==> config.mk <==
export PLATFORM = sky130hd
export DESIGN_NAME = rf_wb_arbiter
export DESIGN_NICKNAME = d
export VERILOG_FILES = /design/src/rtl/rf_arb_pkg.sv /design/src/rtl/rr_arb2.sv /design/src/rtl/rf_wb_arbiter.sv
export SDC_FILE = /design/constraint.sdc
export NUM_CORES = 1
export LEC_CHECK = 0
export BUFFER_PORTS_ARGS = -buffer_cell sky130_fd_sc_hd__buf_2
export CAP_MARGIN = 20
export CORE_ASPECT_RATIO = 0.75
export CORE_UTILIZATION = 46
export DETAILED_ROUTE_END_ITERATION = 8
export PLACE_DENSITY = 0.85
export RECOVER_POWER = 100
export SKIP_LAST_GASP = 1
export SLEW_MARGIN = 20
export SYNTH_ARGS = -nofsm -noshare
export SYNTH_HDL_FRONTEND = slang
export SYNTH_SLANG_ARGS = --single-unit
==> constraint.sdc <==
create_clock -name clk -period 3.8 [get_ports clk]
set_input_delay 0.57 -clock clk [delete_from_list [all_inputs] [get_ports clk]]
set_output_delay 0.57 -clock clk [all_outputs]
set_load 0.005 [all_outputs]
==> src/rtl/rf_arb_pkg.sv <==
// rf_arb_pkg
//   Shared constants and types for the register-file writeback arbiter.
//   ADDR_W / DATA_W : default register address and data widths
//   NREGS           : number of architectural registers (2**ADDR_W)
//   gnt_t           : grant encoding produced by rr_arb2
package rf_arb_pkg;

  localparam int unsigned ADDR_W = 5;
  localparam int unsigned DATA_W = 32;
  localparam int unsigned NREGS  = 2 ** ADDR_W;

  typedef enum logic [1:0] {
    GNT_NONE = 2'b00,
    GNT_A    = 2'b01,
    GNT_B    = 2'b10
  } gnt_t;

endpackage

==> src/rtl/rr_arb2.sv <==
// rr_arb2
//   Two-way round-robin arbiter. Grant is combinational from the requests
//   and the priority pointer; the pointer advances only when a grant is
//   issued (every grant is a transfer, since ready == grant).
// Ports
//   clk   : clock, rising edge
//   rst   : asynchronous active-high reset; forces no grant, favours A
//   req_a : request from requester A
//   req_b : request from requester B
//   gnt   : one-hot grant (GNT_NONE / GNT_A / GNT_B)
module rr_arb2
  import rf_arb_pkg::*;
(
  input  logic clk,
  input  logic rst,
  input  logic req_a,
  input  logic req_b,
  output gnt_t gnt
);

  // prio_b set = B wins the next tie (A was granted last)
  logic prio_b;

  always_comb begin
    gnt = GNT_NONE;
    if (!rst) begin
      if (req_a && (!req_b || !prio_b)) begin
        gnt = GNT_A;
      end else if (req_b) begin
        gnt = GNT_B;
      end
    end
  end

  always_ff @(posedge clk or posedge rst) begin
    if (rst) begin
      prio_b <= 1'b0;
    end else begin
      case (gnt)
        GNT_A:   prio_b <= 1'b1;
        GNT_B:   prio_b <= 1'b0;
        default: prio_b <= prio_b;
      endcase
    end
  end

endmodule

==> src/rtl/rf_wb_arbiter.sv <==
// rf_wb_arbiter
//   Arbitrates register-file writeback between the pipeline (A) and a
//   multi-cycle mul/div unit (B), registers the winning write for one
//   cycle, and keeps a pending-write scoreboard.
// Ports
//   clk, rst                 : clock / asynchronous active-high reset
//   a_valid/a_addr/a_data    : requester A write request
//   a_ready                  : A accepted this cycle
//   b_valid/b_addr/b_data    : requester B write request
//   b_ready                  : B accepted this cycle
//   iss_valid/iss_addr       : issuing instruction marks its destination busy
//   rf_wr/rf_addr/rf_din     : registered register-file write port
//   busy                     : scoreboard, bit k = register k write pending
module rf_wb_arbiter #(
  parameter int unsigned ADDR_W = rf_arb_pkg::ADDR_W,
  parameter int unsigned DATA_W = rf_arb_pkg::DATA_W
) (
  input  logic                 clk,
  input  logic                 rst,
  input  logic                 a_valid,
  input  logic [ADDR_W-1:0]    a_addr,
  input  logic [DATA_W-1:0]    a_data,
  output logic                 a_ready,
  input  logic                 b_valid,
  input  logic [ADDR_W-1:0]    b_addr,
  input  logic [DATA_W-1:0]    b_data,
  output logic                 b_ready,
  input  logic                 iss_valid,
  input  logic [ADDR_W-1:0]    iss_addr,
  output logic                 rf_wr,
  output logic [ADDR_W-1:0]    rf_addr,
  output logic [DATA_W-1:0]    rf_din,
  output logic [2**ADDR_W-1:0] busy
);

  import rf_arb_pkg::*;

  localparam int unsigned NR = 2 ** ADDR_W;
  localparam logic [NR-1:0] ONE = {{(NR-1){1'b0}}, 1'b1};

  gnt_t              gnt;
  logic              xfer;
  logic [ADDR_W-1:0] sel_addr;
  logic [DATA_W-1:0] sel_data;
  logic [NR-1:0]     set_vec;
  logic [NR-1:0]     clr_vec;
  logic [NR-1:0]     busy_nxt;
  logic [NR-1:0]     busy_q;

  rr_arb2 u_arb (
    .clk   (clk),
    .rst   (rst),
    .req_a (a_valid),
    .req_b (b_valid),
    .gnt   (gnt)
  );

  assign a_ready = (gnt == GNT_A);
  assign b_ready = (gnt == GNT_B);
  assign xfer    = (gnt != GNT_NONE);

  always_comb begin
    sel_addr = a_addr;
    sel_data = a_data;
    if (gnt == GNT_B) begin
      sel_addr = b_addr;
      sel_data = b_data;
    end
  end

  // Writes to register 0 complete the handshake but never reach the file.
  always_ff @(posedge clk or posedge rst) begin
    if (rst) begin
      rf_wr   <= 1'b0;
      rf_addr <= '0;
      rf_din  <= '0;
    end else begin
      rf_wr <= xfer && (sel_addr != '0);
      if (xfer) begin
        rf_addr <= sel_addr;
        rf_din  <= sel_data;
      end
    end
  end

  // Set is applied after clear so an issue landing on the completing
  // register keeps it busy; bit 0 is forced low so it never sets.
  always_comb begin
    set_vec  = '0;
    clr_vec  = '0;
    if (iss_valid && (iss_addr != '0)) begin
      set_vec = ONE << iss_addr;
    end
    if (rf_wr) begin
      clr_vec = ONE << rf_addr;
    end
    busy_nxt    = (busy_q & ~clr_vec) | set_vec;
    busy_nxt[0] = 1'b0;
  end

  always_ff @(posedge clk or posedge rst) begin
    if (rst) begin
      busy_q <= '0;
    end else begin
      busy_q <= busy_nxt;
    end
  end

  assign busy = busy_q;

endmodule

==> results by group <==
Status
  • Status: complete, but fails checks
  • Failing checks: max-capacitance violations, max-slew violations

Synthesis
  • Mapped Area: between 0.003 and 0.004 mm^2
  • Share of Yosys cell area claimed by the top area cell type: between 50% and 60%
  • Seq cells post-synth: 70
  • Mean Syn Cell Area: between 10 and 15 um^2
  • Post-synth EDFFs: 0
  • Async set or reset register ratio after synthesis: between 90% and 100%
  • Seq/Total Area, Yosys: a little under three fifths
  • Synth unique cells: 25
  • Synth Instances: just over 300
  • Synth top area cells: dfrtp_1 (56%), o21ai_0 (15%), mux2i_1 (12%)
  • Top_reg_cell synth: dfrtp_1
  • Syn Nets: just under 400
  • Yosys top cell by area: dfrtp_1
  • Yosys warns: 0

Placed design
  • Post-placement cell count: 526
  • Placer Congestion: between 0.8 and 0.9
  • Hpwl dp: ~6.3 mm
  • Placed Area: about 0.0040 mm^2
  • I/O Buffers: ~150

Route
  • DRC: 0
  • Detail Route Antenna Nets: 0
  • Total vias in the final route: a little under 3000
  • DRT Pass-1 Iters: 4
  • WL final: ~8.5 mm
  • Via density: 5.344
  • Initial drt markers: approximately 200
  • Wirelength per Cell: 15.78 um

Setup path
  • Critical Path Source: rst
  • Crit end category: output port
  • CP arrival: about 2.5 ns
  • Worst EP required: 3.23 ns
  • Startpoint Class: input port
  • Critical path fanouts, max: 26
  • Reg2reg start: u_arb.prio_b
  • Crit Path Class: input port to output port

Timing
  • Slew @ Worst Pin: 2.233 ns
  • Final period util: between 70% and 80%
  • Clk_skew: 0.006694 ns
  • Setup TNS: 0 ns
  • Final setup violation count: 0
  • Unrepaired setup endpoints after global routing: no
  • Max Clk Rate: roughly 330 MHz
  • Hold Violations, Final: 0
  • Min Clock Period, post-route: ~3.0 ns
  • Relative slew slack: -48.85%
  • Slew Limit Fails: 43

Global routing
  • Grt ovf: 0
  • Total GRT Usage: around a quarter
  • Largest net degree at the start of global routing: 76
  • Initial antenna violation count: 0
  • First-pass GRT wire length: 13.05 mm
  • Vias in the first global route: about 2800

Floorplanning
  • Core area: roughly 0.0064 mm^2
  • Initial Util: 48.62%
  • Die X: 97.30 um
  • Die Area: between 0.007 and 0.008 mm^2
  • Rows: 25
  • DIE HEIGHT: ~73 um
  • I/O Pins: ~160

Finish
  • Commonest non-fill, non-tap cell in the layout: buf_2
  • Ant diodes: 0
  • Most frequent cells in the layout: buf_2 (121), o21ai_0 (98), dfrtp_1 (70)
  • Nets@finish: around 540
  • Design area: ~0.004 mm^2
  • Finished Layout Cells: 540
  • FILL cells: 567
  • Synth-to-Final Area Change: 30.75%
  • Layout cells sized above 1: a little under a third

Pwr
  • Clock power frac: roughly a quarter
  • Leak: between 1.5 and 2 nW
  • Power per cell area: roughly 550 mW/mm^2
  • Switching power total: roughly 710 uW
  • VDD IR max: ~0.26 mV
  • Comb power frac: a little over a quarter
  • Net Sw Frac: about a third
  • Internal power: about 1.5 mW
  • Share of total power in sequential cells: ~50%

Clock tree
  • Hold-fix buffers at CTS: 0
  • Num CTS Buffers: 9
  • Root Buffer: clkbuf_8
  • CTS tree: built
  • Cts repair resizes: 0
  • H-tree levels: 3
  • Setup Buffers After CTS: 0
  • Clk buf depth: 2
  • Clk sinks: 70
  • Worst-Skew Late Latency: around 0.34 ns
  • Worst-path clk slew: roughly 0.070 ns

Worst hold path
  • Hold Crit Class: input port to asynchronous set/reset pin

Job
  • Max-cap violations: 1
-- kinds of logic after synthesis --
group | count (synthesis) | share of synthesized area, %
AO/OA/AOI/OAI | 102 | 16.65
AND/OR/NAND/NOR | 70 | 11.50
flip-flops | 70 | 55.91
multiplexers | 38 | 12.14
buffers and inverters | 18 | 2.476
adder cells (fa/ha/maj) | 3 | 1.198
other | 1 | 0.1197
-- per-layer routing --
metal / part of all wire, % / vias up / GRT usage (%) / routed length, um
li1: - / 1388 / - / -
met1: 41 / 1380 / 28.91 / 3528
met2: 50 / 105 / 40.22 / 4275
met3: 6.9 / 13 / 7.136 / 585
met4: 1.6 / 0 / 8.333 / 134
met5: 0 / - / 0 / 0
-- worst paths after layout --
kind / to / slack, ns / cells past startpoint
min in group clk: busy[4] / 0.48 / 2
max reg2reg: rf_din[30] / 1.36 / 7
max in group asynchronous: busy[10] / 1.36 / 3
min reg2reg: rf_din[13] / 0.48 / 2
min: rf_addr[4] / 0.42 / 3
max: b_ready / 0.76 / 6
-- registers in the layout, summed over array words and instances, names as in the netlist --
name,count
rf_addr,5
u_arb.prio_b,1
rf_din,32
rf_wr,1
busy,31
-- cell usage after synthesis, types with 2 or more instances --
cell       n
nand2_1   41
nor2_1     2
o21ai_0   92
mux2i_1   38
ha_1       3
buf_2      5
o21ai_1    6
nand3_1    6
dfrtp_1   70
or3b_2     5
o41ai_1    2
clkbuf_1   5
buf_1      3
nand3b_1  10
inv_1      4
-- final cells by class --
type	count	area (um^2)	area share (%)
clock buffers	13	168.9	4.123
clock inverters	1	5.005	0.1222
inverters	4	15.01	0.3665
multi-input cells	214	1309	31.95
flip-flops and latches	70	1752	42.76
well taps	81	101.3	2.474
repair buffers	157	745.7	18.20
-- worst max-delay path: stages --
cell and delay [ns]:
clkbuf_1 0.08, inv_1 0.14, and3_1 0.20, ha_2 0.49
clkbuf_2 0.73, buf_2 0.24
-- through the flow --
step	utilization, %	power (mW)	setup WS [ns]	hold WS, ns
2_1_floorplan	-	1.389	0.1964	0.4733
3_3_place_gp	61.61	1.722	1.194	0.4602
3_5_place_dp	61.61	1.756	1.106	0.4677
4_1_cts	64.31	2.294	1.050	0.3732
5_1_grt	63.57	2.401	0.6105	0.4416
6_report	63.57	2.246	0.7610	0.4179
-- power by group through the flow --
stage / sequential, mW / clock (mW) / combinational [mW]
3_5_place_dp: 1.11 / 0 / 0.642
2_1_floorplan: 1.12 / 0 / 0.271
5_1_grt: 1.14 / 0.576 / 0.687
4_1_cts: 1.10 / 0.548 / 0.642
3_3_place_gp: 1.11 / 0 / 0.614
6_report: 1.11 / 0.530 / 0.607
(Power assumes the default switching activity.)
